--- src/rtl/home_sequencer.sv ---
// home_sequencer: command-level sequencer for the G28 homing engine.
// Homes Z first, waits a settle gap, then homes X/Y together. Debounces the
// raw endstops for the engine and reports done / error / homed status.
//
// state     | meaning
// ----------+-----------------------------------------------------------
// S_IDLE    | waiting for a command, cmd_ready high
// S_Z_HOME  | engine driving Z toward its endstop
// S_SETTLE  | gap between Z and XY phases, engine stopped
// S_XY_HOME | engine driving the requested X/Y axes
// S_DONE    | one-cycle completion pulse
// S_ERROR   | timeout or abort, held until the next accepted command
module home_sequencer #(
   parameter int unsigned DEBOUNCE = 16,
   parameter int unsigned SETTLE   = 1000
) (
   input  logic        clk_i,
   input  logic        rst_n_i,
   input  logic        cmd_valid_i,
   input  logic [2:0]  cmd_axes_i,
   output logic        cmd_ready_o,
   input  logic        abort_i,
   input  logic [31:0] timeout_cycles_i,
   input  logic        xmin_raw_i,
   input  logic        ymin_raw_i,
   input  logic        zmin_raw_i,
   output logic        xmin_o,
   output logic        ymin_o,
   output logic        zmin_o,
   output logic        homex_o,
   output logic        homey_o,
   output logic        homez_o,
   output logic        start_driving_o,
   output logic        busy_o,
   output logic        done_o,
   output logic        error_o,
   output logic [2:0]  err_axes_o,
   output logic [2:0]  homed_o
);

   localparam int unsigned DBW = (DEBOUNCE > 1) ? $clog2(DEBOUNCE) : 1;
   localparam int unsigned SW  = (SETTLE > 1) ? $clog2(SETTLE) : 1;
   localparam logic [DBW-1:0] DB_LAST     = DBW'(DEBOUNCE - 1);
   localparam logic [SW-1:0]  SETTLE_LOAD = SW'(SETTLE - 1);

   typedef enum logic [2:0] {
      S_IDLE,
      S_Z_HOME,
      S_SETTLE,
      S_XY_HOME,
      S_DONE,
      S_ERROR
   } state_t;

   logic [2:0]     raw;
   logic [2:0]     sync1_q, sync2_q, filt_q;
   logic [DBW-1:0] db_cnt_q [3];

   state_t         state_q, state_d;
   logic [2:0]     req_q, req_d;
   logic [2:0]     homed_q, homed_d;
   logic [2:0]     err_axes_q, err_axes_d;
   logic [31:0]    timer_q, timer_d;
   logic [SW-1:0]  settle_q, settle_d;

   logic           cmd_ready_q, busy_q, done_q, error_q;
   logic           homex_q, homey_q, homez_q, start_q;

   logic           accept;
   logic           tmo_hit;
   logic [31:0]    timer_inc;
   logic [1:0]     xy_open;

   assign raw = {zmin_raw_i, ymin_raw_i, xmin_raw_i};

   // Synchronize each raw endstop, then only follow it after DEBOUNCE stable cycles.
   always_ff @(posedge clk_i or negedge rst_n_i) begin
      if (!rst_n_i) begin
         sync1_q <= '0;
         sync2_q <= '0;
         filt_q  <= '0;
         for (int i = 0; i < 3; i++) db_cnt_q[i] <= '0;
      end else begin
         sync1_q <= raw;
         sync2_q <= sync1_q;
         for (int i = 0; i < 3; i++) begin
            if (sync2_q[i] != filt_q[i]) begin
               if (db_cnt_q[i] == DB_LAST) begin
                  filt_q[i]   <= sync2_q[i];
                  db_cnt_q[i] <= '0;
               end else begin
                  db_cnt_q[i] <= db_cnt_q[i] + 1'b1;
               end
            end else begin
               db_cnt_q[i] <= '0;
            end
         end
      end
   end

   assign accept    = cmd_valid_i & cmd_ready_q;
   // The timer saturates so a disabled timeout can never wrap into a false hit.
   assign timer_inc = (&timer_q) ? timer_q : timer_q + 32'd1;
   assign tmo_hit   = (timeout_cycles_i != 32'd0) && (timer_q == timeout_cycles_i - 32'd1);
   assign xy_open   = req_q[1:0] & ~filt_q[1:0];

   // Next-state logic: abort beats completion, completion beats timeout.
   always_comb begin
      state_d    = state_q;
      req_d      = req_q;
      homed_d    = homed_q;
      err_axes_d = err_axes_q;
      timer_d    = timer_q;
      settle_d   = settle_q;
      case (state_q)
         S_IDLE, S_ERROR: begin
            if (accept) begin
               req_d      = cmd_axes_i;
               homed_d    = homed_q & ~cmd_axes_i;
               err_axes_d = 3'b000;
               timer_d    = 32'd0;
               if (cmd_axes_i[2])            state_d = S_Z_HOME;
               else if (|cmd_axes_i[1:0])    state_d = S_XY_HOME;
               else                          state_d = S_DONE;
            end
         end
         S_Z_HOME: begin
            timer_d = timer_inc;
            if (abort_i) begin
               state_d    = S_ERROR;
               err_axes_d = 3'b000;
            end else if (filt_q[2]) begin
               homed_d[2] = 1'b1;
               settle_d   = SETTLE_LOAD;
               state_d    = S_SETTLE;
            end else if (tmo_hit) begin
               err_axes_d = 3'b100 & ~{filt_q[2], 2'b00};
               state_d    = S_ERROR;
            end
         end
         S_SETTLE: begin
            if (abort_i) begin
               state_d    = S_ERROR;
               err_axes_d = 3'b000;
            end else if (settle_q == '0) begin
               timer_d = 32'd0;
               state_d = (|req_q[1:0]) ? S_XY_HOME : S_DONE;
            end else begin
               settle_d = settle_q - 1'b1;
            end
         end
         S_XY_HOME: begin
            timer_d = timer_inc;
            if (abort_i) begin
               state_d    = S_ERROR;
               err_axes_d = 3'b000;
            end else begin
               homed_d[1:0] = homed_q[1:0] | (req_q[1:0] & filt_q[1:0]);
               if (xy_open == 2'b00) begin
                  state_d = S_DONE;
               end else if (tmo_hit) begin
                  err_axes_d = {1'b0, xy_open};
                  state_d    = S_ERROR;
               end
            end
         end
         S_DONE: begin
            if (abort_i) begin
               state_d    = S_ERROR;
               err_axes_d = 3'b000;
            end else begin
               state_d = S_IDLE;
            end
         end
         default: state_d = S_IDLE;
      endcase
   end

   // State registers, with every output decoded from the next state so it lands on the same edge.
   always_ff @(posedge clk_i or negedge rst_n_i) begin
      if (!rst_n_i) begin
         state_q     <= S_IDLE;
         req_q       <= '0;
         homed_q     <= '0;
         err_axes_q  <= '0;
         timer_q     <= '0;
         settle_q    <= '0;
         cmd_ready_q <= 1'b1;
         busy_q      <= 1'b0;
         done_q      <= 1'b0;
         error_q     <= 1'b0;
         homex_q     <= 1'b0;
         homey_q     <= 1'b0;
         homez_q     <= 1'b0;
         start_q     <= 1'b0;
      end else begin
         state_q     <= state_d;
         req_q       <= req_d;
         homed_q     <= homed_d;
         err_axes_q  <= err_axes_d;
         timer_q     <= timer_d;
         settle_q    <= settle_d;
         cmd_ready_q <= (state_d == S_IDLE) || (state_d == S_ERROR);
         busy_q      <= (state_d == S_Z_HOME) || (state_d == S_SETTLE) ||
                        (state_d == S_XY_HOME) || (state_d == S_DONE);
         done_q      <= (state_d == S_DONE);
         error_q     <= (state_d == S_ERROR);
         homex_q     <= (state_d == S_XY_HOME) && req_d[0];
         homey_q     <= (state_d == S_XY_HOME) && req_d[1];
         homez_q     <= (state_d == S_Z_HOME);
         start_q     <= (state_d == S_Z_HOME) || (state_d == S_XY_HOME);
      end
   end

   assign cmd_ready_o     = cmd_ready_q;
   assign busy_o          = busy_q;
   assign done_o          = done_q;
   assign error_o         = error_q;
   assign err_axes_o      = err_axes_q;
   assign homed_o         = homed_q;
   assign homex_o         = homex_q;
   assign homey_o         = homey_q;
   assign homez_o         = homez_q;
   assign start_driving_o = start_q;
   assign xmin_o          = filt_q[0];
   assign ymin_o          = filt_q[1];
   assign zmin_o          = filt_q[2];

endmodule
--- config.mk ---
export PLATFORM = sky130hd
export DESIGN_NAME = home_sequencer
export DESIGN_NICKNAME = d
export VERILOG_FILES = /design/src/rtl/home_sequencer.sv
export SDC_FILE = /design/constraint.sdc
export NUM_CORES = 1
export LEC_CHECK = 0
export CAP_MARGIN = 20
export CORE_MARGIN = 1
export CORE_UTILIZATION = 33
export CTS_CLUSTER_DIAMETER = 150
export CTS_CLUSTER_SIZE = 12
export DETAILED_ROUTE_END_ITERATION = 6
export PLACE_DENSITY = 0.63
export SYNTH_ARGS = -nofsm -noshare
export SYNTH_HDL_FRONTEND = slang
export SYNTH_SLANG_ARGS = --single-unit
--- constraint.sdc ---
create_clock -name clk_i -period 6.6 [get_ports clk_i]
set_input_delay 1.32 -clock clk_i [delete_from_list [all_inputs] [get_ports clk_i]]
set_output_delay 1.32 -clock clk_i [all_outputs]
set_load 0.01 [all_outputs]
==> impl_results.md, run 1 <==
- Post-cts gate resize count: 0
- PwrDens: 255 nW/um^2
- Total gr overflow: 0
- Number of distinct library cells after synthesis: just under 70
- Layout Nets: 662
- DRC violations left: 0
- Initial detailed-routing violation count: 320
- Largest net degree at the start of global routing: 83
- Commonest cells in the netlist: 81 x dfrtp_1, 65 x nor2_1, 57 x nand2_1
- Die extent in x: 127 um
- Post-synthesis async set-or-reset flop share: 100%
- Die Area: 16,100 sq um
- Sum Neg Setup Slack: 0 ns
- Hold worst-path end: sync2_q[1]
- Setup Skew: 0.00388 ns
- HP Class: reg -> reg
- Worst vdd ir: 0.140 mV
- CTS tree: yes
- Post-layout minimum cycle time: 4.49 ns
- Initial Util: 33.9%
- Top-count cell post-synth: dfrtp_1
- Inserted Clock Buffers: 9
- Fin Hold WS: 0.354 ns
- Final wirelength: 12,700 um
- H-Tree Depth: 3
- Vias in the first global route: approximately 4,300
- Area grow syn2layout: 20.9%
- Slowest-stage cell, CP: or4_1
- Wire length on met1: 5930 um
- Final Hold Fails: 0
- RD Place Congestion: 0.879
- Max Slew Vio Count: 0
- Final HPWL DP: 9530 um
- Crit path arrival time: about 4.7 ns
- RSZ-0062 raised after global routing: false
- Vias per cell: 5.41
- Clock Latency Late Sink: 0.34 ns
- Port bufs: 58
- Setup Buffers After CTS: 0
- Clk root buf: clkbuf_16
- Crit-path max FO: 7
- Mean Syn Cell Area: between 9 and 10 sq um
- Initial antenna violation count: 0
- Total power: 1.58 mW
- Dominant cell type by area after synthesis: dfrtp_1
- Flop-to-flop setup slack: 3.38 ns
- Final setup vio count: 0
- Post-synth top area share: 39.4%
- Synth Cell Area: about 5000 sq um
- GR Util All Layers: between 10% and 20%
- Req. time, crit path: around 7 ns
- Area of the multi-input gates: between 2000 and 3000 sq um
- Worst Tran Pin Value: between 0.9 and 1 ns
- Worst-path clk slew: approximately 0.06 ns
- Leak: about 2.5 nW
- Average wire per standard cell: 15.7 um
- Fin crit share: 68.0%
- Hold Crit Depth: 0
- Hold Startpoint: sync1_q[1]
- Top sig layer: met4
- Vias: approximately 4,400
- WS Path Type: in -> reg
- Warnings from Yosys: 0
- FF-to-FF path depth: 11
- Top post-synthesis cells by area: dfrtp_1 39%, xor2_1 6.6%, xnor2_1 6.5%
- 1st-pass router iterations: 5
- Placeable Area: 15,200 sq um
- Layout cells sized above 1: ~8.6%
- Critical R2R Launch: settle_q[0]
- CP delay by family, top: simple AND/OR/NAND/NOR gates
- Clock sinks: 82
- Reg2reg end: timer_q[22]
- Outcome: finished clean
- Final ANT Viol Nets: 0
- Crit path capture type: flip-flop
- Top FF cell, synth: dfrtp_1
- CP bufs+invs: 2
- Register area share after synthesis: about 40%
- Chip height: 127 um
- Max Cap Viol: 0
- Synth Instances: ~560
- Met3 wire length: 644 um
- Clock Path Buffers: 2
- Met2 wire len: 5900 um
- #FFs+latches synth: 82
- Synthesized Nets: 606
- CTS Hold Bufs: 0
- Critical-path cell list: clkdlybuf4s50_1, inv_1, ha_1, nor3b_2, nand4_1, or4_1, xnor2_1, a211oi_1, o21ai_2, nor3_1, a2bb2oi_1, o31ai_1
- Slew headroom: between 30% and 40%
- First-pass GRT wire length: 21,300 um
- FF/Latch Area: 2050 sq um
- Ports: 59
- Antenna cell count: 0
- Post-synth EDFFs: 0
- Max Fclk: around 220 MHz
- Site Rows: 45
- Fill cells: 1,486
- CP startpoint kind: input port
- Slowest stage delay, CP: about 0.54 ns
[cell usage in the layout, fill, tap and decap left out, types with 6 or more instances in the layout]
cell type,n
nor4_1,10
nor2_1,65
clkbuf_16,9
o21ai_0,26
inv_1,15
ha_1,6
xor2_1,39
nand3_1,17
xnor2_1,38
a21oi_1,18
o31ai_1,6
nand4_1,20
clkdlybuf4s50_1,57
or3_1,8
nand2_1,57
nor3b_1,7
mux2_2,7
nor3_1,15
dfrtp_1,81
[routing by layer]
metal,up-vias,GRT usage [%]
met5,-,0
met4,0,4.90
met3,14,4.26
met2,130,27.3
met1,2109,21.5
li1,2113,-
[final cells by class]
class | count | share of cell area, %
Clock buffer | 10 | 3.84
Inverter | 15 | 0.905
Multi-Input combinational cell | 446 | 47.8
Timing Repair Buffer | 60 | 9.85
Tap cell | 188 | 3.78
Sequential cell | 82 | 33.0
Clock inverter | 6 | 0.804
[worst max path at each step]
stage,start,endpoint,slack (ns),cells past startpoint
detailed placement,timeout_cycles_i[0],err_axes_o[1],1.75,12
finish,timeout_cycles_i[0],err_axes_o[1],2.11,12
floorplan,timeout_cycles_i[0],err_axes_o[0],2.81,11
global placement,timeout_cycles_i[0],busy_o,1.95,12
global route,timeout_cycles_i[0],err_axes_o[1],1.82,12
CTS,timeout_cycles_i[0],err_axes_o[1],2.12,12
[kinds of logic (layout without fill, tap and decap cells)]
logic type	count (synthesis)	count (layout)	synth area share [%]
simple gates	260	260	28.7
compound gates	91	91	12.1
flops	82	82	39.9
xor+xnor	77	77	13.1
buf+inv	30	91	2.26
mux	12	12	2.50
fa+ha+maj	6	6	1.46
[registers in the layout (all words and copies together), names as in the netlist, 2 cells and up]
signal,count
sync1_q,3
err_axes_o,3
filt_q,3
db_cnt_q,12
sync2_q,3
settle_q,10
homed_o,3
req_q,2
timer_q,32
state_q,3
[worst register-to-register path, delay by kind of cell, from the launching register on]
family                   cells  cell delay [ns]
AND/OR/NAND/NOR              6             1.91
AO/OA/AOI/OAI                3             0.59
flip-flops                   1             0.41
adder cells (fa/ha/maj)      1             0.18
buffers and inverters        1             0.07
[where the power goes]
part	switching, mW	total [mW]	leakage, nW	internal [mW]
Clock	0.220	0.490	0.141	0.270
Sequential	0.0689	0.630	1.08	0.561
Combinational	0.277	0.465	1.30	0.188
[stage by stage]
| step | util [%] | std cells | setup WS [ns] | instance area (sq um) |
|---|---|---|---|---|
| final | 40.9 | 807 | 2.11 | 6220 |
| after global routing | 40.9 | 807 | 1.82 | 6220 |
| after CTS | 40.8 | 806 | 2.12 | 6200 |
| after detailed placement | 38.9 | 790 | 1.75 | 5910 |
| after global placement | 38.9 | 790 | 1.95 | 5910 |
| after floorplan | - | 558 | 2.81 | 5150 |
Power figures use the tool's default switching activity.
==> inputs of run 2 (changes only) <==
PLACE_DENSITY = 0.65   (was 0.63)
clock period = 3.9 ns   (was 6.6 ns; I/O delays follow)
==> impl_results.md, run 2 (synthesis gave the netlist of run 1 again) <==
- Most frequent cells in the layout: 81 x dfrtp_1, 65 x nor2_1, 57 x nand2_1, 57 x clkdlybuf4s50_1, 39 x xor2_1
- Slew headroom: approximately 64%
- Critical-path cell list: clkdlybuf4s50_1, or4_1, o41ai_1, o2111ai_1, a2111oi_2, nand4b_2, nor3_1, a2bb2oi_1, o31ai_1
- Largest net degree at the start of global routing: between 80 and 90
- Leak: 2.62 nW
- HP Class: in -> async
- DRC violations left: 0
- End point of the critical path: err_axes_o[0]
- Net switching fraction of the power: 35.1%
- Max Slew Vio Count: 0
- Site Rows: 45
- Critical R2R Launch: settle_q[0]
- Placed instance count: 808
- RSZ-0062 raised after global routing: false
- Clock share of power: 32.3%
- Final Hold Fails: 0
- CP Launch Point: timeout_cycles_i[2]
- CTS Hold Bufs: 0
- CP delay by family, top: compound AO/OA/AOI/OAI gates
- Final HPWL DP: 9690 um
- Outcome: finished clean
- Average wire per standard cell: ~15 um
- Seq pwr share: 38.5%
- FF-to-FF path depth: 11
- Area grow syn2layout: 23.9%
- Final ANT Viol Nets: 0
- CTS tree: yes
- Fin crit share: 91.4%
- Clock Latency Late Sink: 0.35 ns
- Int Pwr: 1.79 mW
- Die Area: 16,100 sq um
- Commonest non-fill, non-tap cell in the layout: dfrtp_1
- Top reg by flops: timer_q
- Largest regs: timer_q (32), db_cnt_q (12), settle_q (10)
- PwrDens: about 430 nW/um^2
- Chip height: 127 um
- Total gr overflow: 0
- Max Fclk: 280 MHz
- Crit-path max FO: 5
- Vias in the first global route: 4,394
- Layout cells sized above 1: 11.1%
- Setup Buffers After CTS: 0
- Req. time, crit path: a little over 4 ns
- Crit path arrival time: 3.80 ns
- Setup Skew: 0.00616 ns
- PnR worst setup slack: 0.335 ns
- Inserted Clock Buffers: 9
- Final wirelength: between 10,000 and 15,000 um
- Final core occ: 41.9%
- Dpl ws: -0.0420 ns
- Slowest-stage cell, CP: or4_1
- Flop-to-flop setup slack: 0.73 ns
- Final Non-Filler Cells: 825
- Worst Tran Pin Value: 0.532 ns
- CP bufs+invs: 1
- Die extent in x: 127 um
- Max FFs per register: 32
- Post-layout minimum cycle time: 3.57 ns
- Ports: 59
- H-Tree Depth: 3
- Instance count on the critical path: 9
- Placeable Area: 15,200 sq um
- Vias: 4,389
- Max Cap Viol: 0
- Clock Path Buffers: 2
- Antenna cell count: 0
- Worst vdd ir: between 0.2 and 0.25 mV
- Initial antenna violation count: 0
- RD Place Congestion: 0.865
- Vias per cell: 5.32
- Combinational share of power: 29.2%
- Reg2reg end: timer_q[22]
- Crit path capture type: flip-flop
- First-pass GRT wire length: 21,300 um
- Clk root buf: clkbuf_16
- Clock sinks: 82
- CP startpoint kind: input port
- Final setup vio count: 0
- GR Util All Layers: roughly 17%
- 1st-pass router iterations: 5
- Post-cts gate resize count: 0
- Port bufs: 58
- Sw Pwr: roughly 970 uW
- Worst-path clk slew: 0.07 ns
- Sum Neg Setup Slack: 0 ns
- Layout Nets: between 600 and 700
- Slowest stage delay, CP: 0.59 ns
- Initial detailed-routing violation count: 275
- Initial Util: about 34%
- WS Path Type: in -> reg
## run 2: worst register-to-register path, cell delays in order (launching register included)
cell and delay [ns]:
dfrtp_1 0.41, inv_1 0.07, ha_1 0.17, or3b_2 0.48, nor4_4 0.24, a311oi_1 0.14
a21o_1 0.26, or2_1 0.40, nor2_4 0.28, nand3_1 0.16, or3_1 0.34, a21oi_1 0.15
## run 2: power groups by stage
stage	clock, mW	combinational [mW]	sequential, mW
global placement	0	0.785	1.08
detailed placement	0	0.806	1.08
CTS	0.912	0.810	1.07
finish	0.891	0.807	1.06
global route	0.943	0.907	1.08
floorplan	0	0.520	1.04
## run 2: how the worst min path moves through the flow
| stage | to | slack, ns | cells past startpoint |
|---|---|---|---|
| 2_1_floorplan | sync2_q[0] | 0.33 | 0 |
| 3_3_place_gp | sync2_q[2] | 0.33 | 0 |
| 3_5_place_dp | sync2_q[2] | 0.34 | 0 |
| 4_1_cts | sync2_q[2] | 0.35 | 0 |
| 5_1_grt | timer_q[17] | 0.32 | 1 |
| 6_report | timer_q[17] | 0.31 | 1 |
## run 2: stage by stage
step,hold slack [ns],area [sq um],power (mW)
after floorplan,0.331,5150,1.56
after global placement,0.334,6040,1.86
after detailed placement,0.337,6040,1.89
after CTS,0.352,6350,2.79
after global routing,0.322,6380,2.93
final,0.312,6380,2.76
## run 2: layout make-up
type | instances | area [sq um]
fillers | 1491 | 8830
multi-input cells | 446 | 2980
flip-flops and latches | 82 | 2050
repair buffers | 78 | 748
well taps | 188 | 235
clock buffers | 9 | 225
clock inverters | 7 | 81.3
inverters | 15 | 56.3
## run 2: per-layer routing
metal	routed length, um	global-route usage, %
met5	0	0
met4	157	4.48
met3	671	4.22
met2	6140	28.4
met1	5720	20.9
==> inputs of run 3 (changes only) <==
CAP_MARGIN = default   (was 20)
==> impl_results.md, run 3 (synthesis gave the netlist of run 1 again) <==
- Outcome: finished clean
- Port bufs: 58
- Clock sinks: 82
- Placed instance count: approximately 810
- Site Rows: 45
- Max Cap Viol: 0
- Placed cell area: between 6000 and 7000 sq um
- Final core occ: 41.8%
- H-Tree Depth: 3
- CP Launch Point: timeout_cycles_i[2]
- DRC violations left: 0
- Worst-path clk slew: 0.07 ns
- Vias per cell: 5.32
- Chip height: approximately 130 um
- Final ANT Viol Nets: 0
- Placeable Area: 15,200 sq um
- CTS Hold Bufs: 0
- Commonest non-fill, non-tap cell in the layout: dfrtp_1
- Average wire per standard cell: 15.4 um
- Final setup vio count: 0
- Initial detailed-routing violation count: around 260
- CTS tree: yes
- Sum Neg Setup Slack: 0 ns
- Post-cts gate resize count: 0
- Critical R2R Launch: settle_q[0]
- Hold Startpoint: sync1_q[2]
- Seq pwr share: 38.6%
- Total power: 2.76 mW
- Final Non-Filler Cells: 824
- Req. time, crit path: 4.13 ns
- Setup Buffers After CTS: 0
- Worst vdd ir: 0.206 mV
- Final Hold Fails: 0
- Inserted Clock Buffers: 9
- Antenna cell count: 0
- Initial Util: 33.9%
- WS Path Type: in -> reg
- Net switching fraction of the power: about a third
- Top sig layer: met4
- Vias in the first global route: ~4,400
- Finished Cell Area: 6350 sq um
- RSZ-0062 raised after global routing: false
- Die extent in x: between 100 and 150 um
- Leak: between 2 and 3 nW
- Most frequent cells in the layout: 81 x dfrtp_1, 65 x nor2_1, 57 x nand2_1, 57 x clkdlybuf4s50_1, 39 x xor2_1
- Final wirelength: between 10,000 and 15,000 um
- GR Util All Layers: 16.7%
- First-pass GRT wire length: 21,300 um
- Final HPWL DP: 9690 um
- Wire length on met1: 5740 um
- Clock share of power: 32.3%
- Layout cells sized above 1: 11.0%
- Fin crit share: 91.2%
- Total gr overflow: 0
- Max Fclk: 281 MHz
- Max FFs per register: 32
- PwrDens: 434 nW/um^2
- Clock Path Buffers: 2
- Max Slew Vio Count: 0
- Met2 wire len: slightly above 6000 um
- Slew headroom: 30.0%
- Crit path arrival time: 3.79 ns
- CP startpoint kind: input port
- Ports: approximately 60
- Crit path capture type: flip-flop
- HP Class: reg -> reg
- Largest regs: timer_q (32), db_cnt_q (12), settle_q (10)
- Initial antenna violation count: 0
- Clk root buf: clkbuf_16
- Layout Nets: slightly below 700
- Largest net degree at the start of global routing: 83
- Area grow syn2layout: 23.4%
- Vias: 4,381
- RD Place Congestion: 0.865
- Die Area: between 15,000 and 20,000 sq um
- Top reg by flops: timer_q
- Int Pwr: 1.79 mW
- Met3 wire length: 620 um
- Sw Pwr: 967 uW
- Combinational share of power: between 20% and 30%
- 1st-pass router iterations: 4
- Clock Latency Late Sink: 0.35 ns
- Worst Tran Pin Value: 1.05 ns
- Setup Skew: slightly above 0.006 ns
- Post-layout minimum cycle time: 3.56 ns
- Crit-path max FO: 5
==> run 3: changes by cell type in the layout (fill, tap and decap cells not counted) <==
cell	delta
buf_16	-1
==> run 3: cell type report <==
cell class              instances  area, sq um
fillers                      1491         8850
well taps                     188          235
clock inverters                 7         81.3
multi-input cells             446         2980
flip-flops and latches         82         2050
inverters                      15         56.3
clock buffers                   9          225
repair buffers                 77          721
==> run 3: critical path, stage by stage <==
cell and delay (ns):
clkdlybuf4s50_1 0.54, or4_1 0.59, o41ai_1 0.39, o2111ai_1 0.19, a2111oi_2 0.40, nand4b_2 0.23
nor3_1 0.36, a2bb2oi_1 0.21, o31ai_1 0.09
==> run 3: stage by stage <==
stage                     hold WS, ns  worst slack, ns
after floorplan                 0.331            0.647
after global placement          0.334           0.0706
after detailed placement        0.337          -0.0420
after CTS                       0.352            0.330
after global routing            0.355            0.110
final                           0.349            0.345
==> run 3: power groups by stage <==
stage | Clock [mW] | Sequential [mW] | Combinational [mW]
2_1_floorplan | 0 | 1.04 | 0.520
3_3_place_gp | 0 | 1.08 | 0.785
3_5_place_dp | 0 | 1.08 | 0.806
4_1_cts | 0.912 | 1.07 | 0.810
5_1_grt | 0.943 | 1.08 | 0.903
6_report | 0.890 | 1.06 | 0.803
==> run 3: path summary, 6_finish.rpt <==
kind                                 endpoint  slack (ns)  depth (start not counted)
min in group asynchronous         timer_q[17]        0.61                          1
worst min register to register     sync2_q[2]        0.35                          0
max in group asynchronous          sync1_q[1]        2.60                          1
worst max-delay path            err_axes_o[0]        0.34                          9
worst max register to register    timer_q[22]        0.74                         11
worst min-delay path               sync2_q[2]        0.35                          0
==> run 3: per-layer routing <==
metal / vias to the layer above / track usage (%)
met5: - / 0
met4: 0 / 4.48
met3: 15 / 4.22
met2: 109 / 28.4
met1: 2103 / 20.9
li1: 2154 / -
